### src/rtl/countdown_timer_ctrl.sv
// Two-digit countdown sequencer: drives the load and step controls of a pair of
// external cascaded BCD down counters and reports running / time-up status.
module countdown_timer_ctrl #(
   parameter int TICK_DIV = 50_000_000
) (
   input  logic       clk,
   input  logic       resetN,
   input  logic       start,
   input  logic       pause,
   input  logic [3:0] init_tens,
   input  logic [3:0] init_units,
   input  logic [3:0] tens_count,
   input  logic [3:0] units_count,
   output logic       cnt_enable,
   output logic       loadN,
   output logic       units_en_cnt,
   output logic       tens_en_cnt,
   output logic       running,
   output logic       time_up
);

   localparam int PW = $clog2(TICK_DIV);
   localparam logic [PW-1:0] LAST = PW'(TICK_DIV - 1);

   typedef enum logic [2:0] {
      S_IDLE, S_LOAD, S_RUN, S_PAUSED, S_EXPIRED
   } state_t;

   state_t        state_q, state_d;
   logic [PW-1:0] presc_q, presc_d;
   logic          step;

   assign step = (state_q == S_RUN) && (presc_q == LAST);

   always_ff @(posedge clk or negedge resetN) begin
      if (!resetN) begin
         state_q <= S_IDLE;
         presc_q <= '0;
      end else begin
         state_q <= state_d;
         presc_q <= presc_d;
      end
   end

   // Prescaler only advances in RUN, so paused cycles never count toward a step.
   always_comb begin
      state_d = state_q;
      presc_d = presc_q;
      case (state_q)
         S_LOAD: begin
            presc_d = '0;
            state_d = (init_tens == 4'd0 && init_units == 4'd0) ? S_EXPIRED : S_RUN;
         end
         S_RUN: begin
            presc_d = step ? '0 : presc_q + PW'(1);
            if (step && tens_count == 4'd0 && units_count == 4'd1)
               state_d = S_EXPIRED;
            else if (pause)
               state_d = S_PAUSED;
         end
         S_PAUSED: begin
            if (!pause)
               state_d = S_RUN;
         end
         default: ;
      endcase
      if (start)
         state_d = S_LOAD;
   end

   // Borrow into tens happens on the step that wraps units from 0 to 9.
   always_comb begin
      cnt_enable   = 1'b1;
      loadN        = (state_q != S_LOAD);
      units_en_cnt = step;
      tens_en_cnt  = step && (units_count == 4'd0);
      running      = (state_q == S_RUN);
      time_up      = (state_q == S_EXPIRED);
   end

endmodule

### config.mk
export PLATFORM = sky130hd
export DESIGN_NAME = countdown_timer_ctrl
export DESIGN_NICKNAME = d
export VERILOG_FILES = /design/src/rtl/countdown_timer_ctrl.sv
export SDC_FILE = /design/constraint.sdc
export NUM_CORES = 1
export LEC_CHECK = 0
export CAP_MARGIN = 20
export CORE_MARGIN = 5
export CORE_UTILIZATION = 35
export DETAILED_ROUTE_END_ITERATION = 10
export SLEW_MARGIN = 10
export SYNTH_ARGS = -nofsm -noshare
export SYNTH_HDL_FRONTEND = slang
export SYNTH_SLANG_ARGS = --single-unit
### constraint.sdc
create_clock -name clk -period 2.2 [get_ports clk]
set_input_delay 0.66 -clock clk [delete_from_list [all_inputs] [get_ports clk]]
set_output_delay 0.66 -clock clk [all_outputs]
set_load 0.05 [all_outputs]
==> impl_metrics.env, run 1 <==
export IMPL_fillers=495
export IMPL_drv_cap=0
export IMPL_p_leak_nw=1.02
export IMPL_grt_pass1_wl_um=7900
export IMPL_cts_buffers=5
export IMPL_arrival_ns=1.70
export IMPL_drc=0
export IMPL_synth_top_area_share_pct=40.9
export IMPL_critPathLaunchType="flip-flop"
export IMPL_synth_top_flop_cell="dfrtp_1"
export IMPL_gp_congestion=0.785
export IMPL_ys_warn_count=0
export IMPL_wl_per_cell_um=14.3
export IMPL_grt_pass1_vias=1664
export IMPL_n_antenna_cell=0
export IMPL_layout_common_cells="dfrtp_1, buf_4, nand2_1, clkdlybuf4s50_1, a21oi_1"
export IMPL_period_share_pct=107
export IMPL_violations="negative setup slack"
export IMPL_hpwl_um=3400
export IMPL_root_buffer="clkbuf_8"
export IMPL_syn_cell_area_um2=1770
export IMPL_final_cells=322
export IMPL_h_tree_depth=2
export IMPL_track_usage_pct=15.3
export IMPL_final_setup_skew_ns=0.0105
export IMPL_ir_worst_vdd_mv=0.326
export IMPL_hold_path_class="flip-flop to flip-flop"
export IMPL_ant_nets=0
export IMPL_via_per_inst=5.27
export IMPL_grt_max_degree=30
export IMPL_syn2layout_area_growth_pct=38.0
export IMPL_cpMaxStageDelayCell="dfrtp_2"
export IMPL_fp_row_count=26
export IMPL_min_period_ns=2.36
export IMPL_synth_seq_cells=29
export IMPL_critPathMaxStageDelay_ns=0.43
export IMPL_drive_above_1_share_pct=21.4
export IMPL_crit_path_cell_trace="nor4b_4, nand4_4, nor3_4, and2_4, buf_12"
export IMPL_rsz0062_at_grt="yes"
export IMPL_postLayoutCoreUtil_pct=48.8
export IMPL_path_clk_slew_ns=0.07
export IMPL_setup_violations=2
export IMPL_layout_cells_most_common="dfrtp_1"
export IMPL_ios=26
export IMPL_async_reset_ff_share_pct=100
export IMPL_final_setup_worst_slack_ns=-0.159
export IMPL_clock_latency_ns=0.28
export IMPL_clockBufferDepth=2
export IMPL_status="finished, violations left"
export IMPL_portBuffers=24
export IMPL_finalMaxSlewViolations=0
export IMPL_power_density_nw_per_um2=599
export IMPL_grt_overflow_total=0
export IMPL_cp_max_fo=2
export IMPL_dr_pass1_iters=4
export IMPL_tns_ns=-0.284
export IMPL_vias=1697
export IMPL_layout_nets=272
export IMPL_max_freq_mhz=424
export IMPL_yosys_top_cells_area="dfrtp_1, a31oi_1, a21oi_1"
export IMPL_hold_violations=0
export IMPL_synth_edf_count=0
export IMPL_cts_tree="done"
export IMPL_crit_type="flip-flop to output pin"
export IMPL_ys_seq_area_share_pct=40.9
export IMPL_synthCells=207
export IMPL_wl_um=4590
export IMPL_die_h_um=81.2
export IMPL_end_kind="output pin"
export IMPL_avgSynthCellArea_um2=8.56
export IMPL_ys_types=44
export IMPL_die_area_um2=6590
export IMPL_dieWidth_um=81.2
export IMPL_clock_sinks=29
export IMPL_syn_nets=228
export IMPL_antenna_found_initial=0
export IMPL_start_util_pct=35.4
export IMPL_yosysTopAreaCell="dfrtp_1"
export IMPL_core_area_um2=5010
export IMPL_worst_ep_required_time_ns=1.54
export IMPL_drt_iter0_drc=98
export IMPL_dp_cells=311
[layer usage]
layer / GRT usage, % / share of wire (%)
met1: 19.2 / 45
met4: 4.56 / 1.0
met3: 3.33 / 3.1
met5: 0 / 0
met2: 26.3 / 51
[repair_timing]
item,4_1_cts,5_1_grt
buffers inserted,3,0
pin swaps,2,2
endpoints found under the setup margin,2,2
resized for setup,1,2
hold buffers,0,0
[final timing paths]
check | cells after the start | slack [ns] | end | start
worst max-delay path | 5 | -0.16 | tens_en_cnt | presc_q[11]
worst min-delay path | 1 | 0.51 | presc_q[14] | presc_q[14]
worst max register to register | 8 | 0.17 | presc_q[22] | presc_q[11]
worst min register to register | 1 | 0.51 | presc_q[14] | presc_q[14]
max in group asynchronous | 2 | 1.14 | presc_q[11] | resetN
min in group asynchronous | 2 | 0.75 | presc_q[9] | resetN
[final cells by class]
type | instances | area [µm²] | area share [%]
Clock buffer | 5 | 68.8 | 2.81
Clock inverter | 3 | 65.1 | 2.66
Inverter | 7 | 26.3 | 1.07
Multi-Input combinational cell | 160 | 1010 | 41.4
Sequential cell | 29 | 727 | 29.7
Tap cell | 70 | 87.6 | 3.58
Timing Repair Buffer | 48 | 458 | 18.7
[report_power, final]
group	switching, mW	internal, mW	total [mW]
sequential	0.0102	0.545	0.555
clock	0.212	0.450	0.661
combinational	0.147	0.103	0.250
[cell families after synthesis]
group | count (synthesis) | share of synthesized area, %
and+or+nand+nor | 91 | 29.4
AOI/OAI and AO/OA | 64 | 22.2
DFF | 29 | 40.9
buffers and inverters | 18 | 5.15
xor gates and xnor gates | 3 | 1.48
adders and majority gates | 1 | 0.706
other | 1 | 0.212
[critical path, delay by kind of cell, from the launching register on]
| kind | cells | cell delay, ns |
|---|---|---|
| simple gates | 4 | 0.86 |
| flops | 1 | 0.43 |
| buf+inv | 1 | 0.13 |
[through the flow]
stage          worst slack [ns]  total power [mW]  hold slack [ns]  cell area, µm²
3_3_place_gp             -0.131             0.805            0.487            2270
5_1_grt                  -0.246              1.54            0.543            2450
4_1_cts                  -0.197              1.48            0.509            2430
2_1_floorplan            -0.195             0.700            0.364            1810
3_5_place_dp             -0.145             0.808            0.498            2270
6_report                 -0.159              1.47            0.510            2450
[Yosys cell counts (4+ instances only)]
library cell / n
dfrtp_1: 29
nor4_1: 6
nand2_1: 20
a21o_1: 4
nand4_1: 9
and2_1: 6
nor2_1: 11
buf_2: 4
and3_1: 5
clkbuf_1: 4
nand3_1: 6
o21ai_0: 10
nor3_1: 7
inv_1: 5
o21ai_1: 9
a21oi_1: 16
a31oi_1: 13
or3_1: 6
[flip-flops by register name (all words and copies together), names as in the netlist]
name,flops
presc_q,26
state_q,3
Note: power is estimated with default switching activity, not from simulation.
==> run 2, diff against run 1 <==
==> constraint.sdc (replaced) <==
create_clock -name clk -period 1.96 [get_ports clk]
set_input_delay 0.588 -clock clk [delete_from_list [all_inputs] [get_ports clk]]
set_output_delay 0.588 -clock clk [all_outputs]
set_load 0.05 [all_outputs]
==> run 2 against run 1 <==
  * The run still ends with negative setup slack left
  * Power decreased by 3.7%
  * Clock power decreased by 26%
  * Sequential cell count unchanged
  * Clock-buffer cell count increased by 2
  * Worst hold slack improved by 0.0056 ns
==> impl_metrics.env, run 2 (same netlist as run 1, synthesis figures left out) <==
export IMPL_die_h_um=81.2
export IMPL_worst_ep_required_time_ns=1.37
export IMPL_max_freq_mhz=435
export IMPL_die_area_um2=6590
export IMPL_final_setup_worst_slack_ns=-0.340
export IMPL_layout_common_cells="buf_4, dfrtp_1, nand2_1, clkdlybuf4s50_1, a21oi_1"
export IMPL_track_usage_pct=16.1
export IMPL_clockBufferDepth=2
export IMPL_violations="negative setup slack"
export IMPL_crit_start="presc_q[16]"
export IMPL_portBuffers=24
export IMPL_cts_hold_fix_buffers=0
export IMPL_start_util_pct=35.4
export IMPL_min_period_ns=2.30
export IMPL_rr_endpoint="presc_q[16]"
export IMPL_ant_nets=0
export IMPL_p_leak_nw=1.13
export IMPL_ios=26
export IMPL_fillers=481
export IMPL_drv_cap=0
export IMPL_cpMaxStageDelayCell="dfrtp_1"
export IMPL_syn2layout_area_growth_pct=45.7
export IMPL_rsz0062_at_grt="yes"
export IMPL_core_area_um2=5010
export IMPL_top_register="presc_q"
export IMPL_hold_path_class="flip-flop to flip-flop"
export IMPL_ir_worst_vdd_mv=0.314
export IMPL_rr_worst_depth=7
export IMPL_via_per_inst=5.24
export IMPL_reg2reg_slack_ns=0.10
export IMPL_drive_above_1_share_pct=27.9
export IMPL_final_cells=339
export IMPL_arrival_ns=1.71
export IMPL_cts_tree="done"
export IMPL_setup_violations=2
export IMPL_intPower_mw=1.02
export IMPL_p_sw_uw=394
export IMPL_grt_max_degree=30
export IMPL_final_setup_skew_ns=0.00442
export IMPL_dieWidth_um=81.2
export IMPL_critPathMaxStageDelay_ns=0.41
export IMPL_layout_cells_most_common="buf_4"
export IMPL_drc=0
export IMPL_postLayoutCoreUtil_pct=51.5
export IMPL_h_tree_depth=2
export IMPL_clock_sinks=29
export IMPL_root_buffer="clkbuf_8"
export IMPL_hold_ws_ns=0.516
export IMPL_drt_iter0_drc=55
export IMPL_p_comb_share_pct=21.4
export IMPL_finalPower_mw=1.41
export IMPL_path_clk_slew_ns=0.06
export IMPL_dp_cells=329
export IMPL_clock_latency_ns=0.28
export IMPL_grt_pass1_wl_um=8110
export IMPL_gp_congestion=0.782
export IMPL_power_density_nw_per_um2=547
export IMPL_crit_type="flip-flop to output pin"
export IMPL_crit_path_cell_trace="nor4b_4, nand4_4, nor3_4, and2_4, buf_12"
export IMPL_switching_share_pct=27.9
export IMPL_antenna_found_initial=0
export IMPL_hpwl_um=3550
export IMPL_hold_violations=0
export IMPL_finalMaxSlewViolations=0
export IMPL_wl_um=4750
export IMPL_largest_register_ffs=26
export IMPL_end_kind="output pin"
export IMPL_grt_overflow_total=0
export IMPL_vias=1775
export IMPL_layout_nets=290
export IMPL_wl_per_cell_um=14.0
export IMPL_dr_pass1_iters=4
export IMPL_status="finished, violations left"
export IMPL_cts_buffers=5
export IMPL_n_antenna_cell=0
export IMPL_largestRegisters="presc_q x26, state_q x3"
export IMPL_critPathLaunchType="flip-flop"
export IMPL_period_share_pct=117
export IMPL_grt_pass1_vias=1737
export IMPL_reg2reg_from="presc_q[10]"
export IMPL_crit_end="tens_en_cnt"
export IMPL_fp_row_count=26
export IMPL_pwr_share_clk_pct=34.7
export IMPL_p_seq_share_pct=43.9
export IMPL_cp_max_fo=2
## run 2: per-layer routing
| layer | track usage, % | vias to the layer above | part of all wire [%] |
|---|---|---|---|
| li1 | - | 902 | - |
| met2 | 26.6 | 27 | 49 |
| met3 | 3.66 | 6 | 3.6 |
| met4 | 4.56 | 0 | 1.3 |
| met5 | 0 | - | 0 |
| met1 | 21.2 | 840 | 46 |
## run 2: area by class of cell
class	instances	area, µm²	area share, %
tap	70	87.6	3.39
clock buffer	7	86.3	3.34
inverter	7	26.3	1.02
timing repair buffer	66	609	23.6
sequential	29	726	28.1
multi-input combinational	160	1050	40.6
## run 2: worst min path at each step
stage	end	cells past startpoint	slack (ns)	startpoint
CTS	presc_q[14]	1	0.52	presc_q[14]
finish	presc_q[14]	1	0.52	presc_q[14]
global placement	presc_q[14]	1	0.51	presc_q[14]
detailed placement	presc_q[14]	1	0.51	presc_q[14]
global route	presc_q[14]	1	0.56	presc_q[14]
floorplan	presc_q[0]	0	0.29	resetN
## run 2: critical path, delay by kind of cell (launching register included)
family	cells	cell delay, ns
buffers and inverters	1	0.13
flip-flops	1	0.41
AND/OR/NAND/NOR	4	0.91
## run 2: repair_timing
action	in CTS	in global routing
pin swaps	2	7
resized for setup	1	12
endpoints found under the setup margin	3	12
setup buffers	2	1
## run 2: power groups by stage
stage / Combinational, mW / Clock (mW) / Sequential, mW
2_1_floorplan: 0.155 / 0 / 0.630
3_5_place_dp: 0.286 / 0 / 0.630
5_1_grt: 0.329 / 0.541 / 0.622
4_1_cts: 0.293 / 0.509 / 0.620
3_3_place_gp: 0.282 / 0 / 0.630
6_report: 0.302 / 0.490 / 0.620
## run 2: metrics by stage
stage | worst slack (ns) | TNS [ns] | area [µm²]
6_report | -0.340 | -0.650 | 2580
5_1_grt | -0.436 | -0.887 | 2580
4_1_cts | -0.381 | -0.735 | 2510
3_5_place_dp | -0.287 | -0.946 | 2410
3_3_place_gp | -0.241 | -0.868 | 2410
2_1_floorplan | -0.363 | -0.388 | 1810
==> run 3, diff against run 2 <==
--- a/config.mk
+++ b/config.mk
@@ -6,7 +6,6 @@
 export NUM_CORES = 1
 export LEC_CHECK = 0
 export CAP_MARGIN = 20
-export CORE_MARGIN = 5
 export CORE_UTILIZATION = 35
 export DETAILED_ROUTE_END_ITERATION = 10
 export SLEW_MARGIN = 10
==> run 3 against run 2 <==
  * The flow still finishes with violations (negative setup slack)
  * Clock-buffer cell count grew 1
  * Clock power shrank 2%
  * First-iteration DRC count grew 96%
  * Largest cell class unchanged
==> impl_metrics.env, run 3 (same netlist as run 1, synthesis figures left out) <==
export IMPL_crit_type="flip-flop to output pin"
export IMPL_postLayoutCoreUtil_pct=53.8
export IMPL_grt_overflow_total=0
export IMPL_setup_violations=3
export IMPL_min_period_ns=2.29
export IMPL_wl_um=4630
export IMPL_layout_common_cells="buf_4, dfrtp_1, nand2_1, clkdlybuf4s50_1, a31oi_1"
export IMPL_path_clk_slew_ns=0.06
export IMPL_rsz0062_at_grt="yes"
export IMPL_reg2reg_from="presc_q[24]"
export IMPL_clock_sinks=29
export IMPL_dp_cells=325
export IMPL_status="finished, violations left"
export IMPL_die_h_um=73.2
export IMPL_cts_buffers=5
export IMPL_cp_max_fo=2
export IMPL_p_leak_nw=1.10
export IMPL_via_per_inst=5.18
export IMPL_dieWidth_um=73.2
export IMPL_grt_pass1_wl_um=7960
export IMPL_top_register="presc_q"
export IMPL_worst_ep_required_time_ns=1.37
export IMPL_grt_pass1_vias=1704
export IMPL_critPathLaunchType="flip-flop"
export IMPL_dr_pass1_iters=4
export IMPL_portBuffers=24
export IMPL_h_tree_depth=2
export IMPL_wl_per_cell_um=13.7
export IMPL_reg2reg_slack_ns=-0.02
export IMPL_violations="negative setup slack"
export IMPL_clockBufferDepth=2
export IMPL_n_antenna_cell=0
export IMPL_vias=1752
export IMPL_fillers=475
export IMPL_hold_path_class="flip-flop to flip-flop"
export IMPL_root_buffer="clkbuf_8"
export IMPL_period_share_pct=117
export IMPL_gp_congestion=0.772
export IMPL_drv_cap=0
export IMPL_antenna_found_initial=0
export IMPL_cts_hold_fix_buffers=0
export IMPL_track_usage_pct=19.7
export IMPL_final_setup_skew_ns=0.00504
export IMPL_drc=0
export IMPL_min_to="presc_q[14]"
export IMPL_power_density_nw_per_um2=546
export IMPL_rr_worst_depth=7
export IMPL_layout_nets=291
export IMPL_final_setup_worst_slack_ns=-0.326
export IMPL_end_kind="output pin"
export IMPL_syn2layout_area_growth_pct=45.1
export IMPL_drive_above_1_share_pct=28.8
export IMPL_hold_violations=0
export IMPL_finalMaxSlewViolations=0
export IMPL_start_util_pct=37.0
export IMPL_ant_nets=0
export IMPL_largest_register_ffs=26
export IMPL_hpwl_um=3330
export IMPL_cts_tree="done"
export IMPL_hold_ws_ns=0.511
export IMPL_grt_max_degree=30
export IMPL_die_area_um2=5350
export IMPL_ir_worst_vdd_mv=0.522
export IMPL_max_freq_mhz=437
export IMPL_hp_start="presc_q[14]"
export IMPL_drt_iter0_drc=108
export IMPL_ios=26
export IMPL_layout_cells_most_common="buf_4"
export IMPL_clock_latency_ns=0.28
export IMPL_fp_row_count=25
export IMPL_largestRegisters="presc_q x26, state_q x3"
export IMPL_final_cells=338
export IMPL_holdPathStages=1
export IMPL_rr_endpoint="state_q[2]"
export IMPL_arrival_ns=1.70
export IMPL_core_area_um2=4790
-- run 3: cell types whose count changed in the layout (fill, tap and decap cells not counted), sizes merged --
cell	previous run	this run
buf	47	48
clkbuf	7	8
dlymetal6s2s	2	0
clkdlybuf4s50	17	19
-- run 3: worst max path at each step --
stage / depth (start not counted) / startpoint / end
after floorplan: 4 / presc_q[24] / tens_en_cnt
after global placement: 6 / tens_count[1] / state_q[2]
after detailed placement: 6 / tens_count[1] / state_q[2]
after CTS: 5 / presc_q[7] / tens_en_cnt
after global routing: 5 / presc_q[24] / tens_en_cnt
final: 5 / presc_q[24] / tens_en_cnt
-- run 3: per-stage QoR --
stage / setup slack, ns / cell area, µm² / power (mW) / setup TNS [ns]
floorplan: -0.363 / 1810 / 0.785 / -0.388
global placement: -0.235 / 2400 / 0.915 / -0.825
detailed placement: -0.240 / 2400 / 0.916 / -0.847
CTS: -0.420 / 2480 / 1.40 / -0.693
global route: -0.415 / 2570 / 1.47 / -1.90
finish: -0.326 / 2570 / 1.40 / -0.639
-- run 3: worst max-delay path, stage by stage (launching register included) --
cell and delay (ns):
dfrtp_1 0.41, nor4b_4 0.36, nand4_4 0.14, nor3_4 0.21
and2_4 0.17, buf_12 0.13
-- run 3: layer usage --
layer | GRT usage [%] | up-vias | part of all wire (%)
li1 | - | 898 | -
met3 | 4.14 | 7 | 3.6
met4 | 7.84 | 0 | 1.4
met1 | 26.0 | 822 | 46
met5 | 0 | - | 0
met2 | 31.6 | 25 | 49
-- run 3: power breakdown --
part,leakage [nW],switching [mW],internal (mW)
Combinational,0.665,0.171,0.133
Clock,0.0395,0.229,0.252
Sequential,0.399,0.00750,0.612
Total,1.10,0.408,0.996
-- run 3: area by class of cell --
| cell class | instances | area, µm² | area share [%] |
|---|---|---|---|
| sequential | 29 | 726 | 28.2 |
| multi-input combinational | 160 | 1040 | 40.6 |
| inverter | 7 | 26.3 | 1.02 |
| tap | 67 | 83.8 | 3.26 |
| timing repair buffer | 67 | 612 | 23.8 |
| clock buffer | 8 | 80.1 | 3.11 |
-- run 3: what timing repair did --
item                       CTS  global route
gates resized for setup      0            13
pin swaps                    4             3
buffers inserted             0             5
setup endpoints to repair    2             7
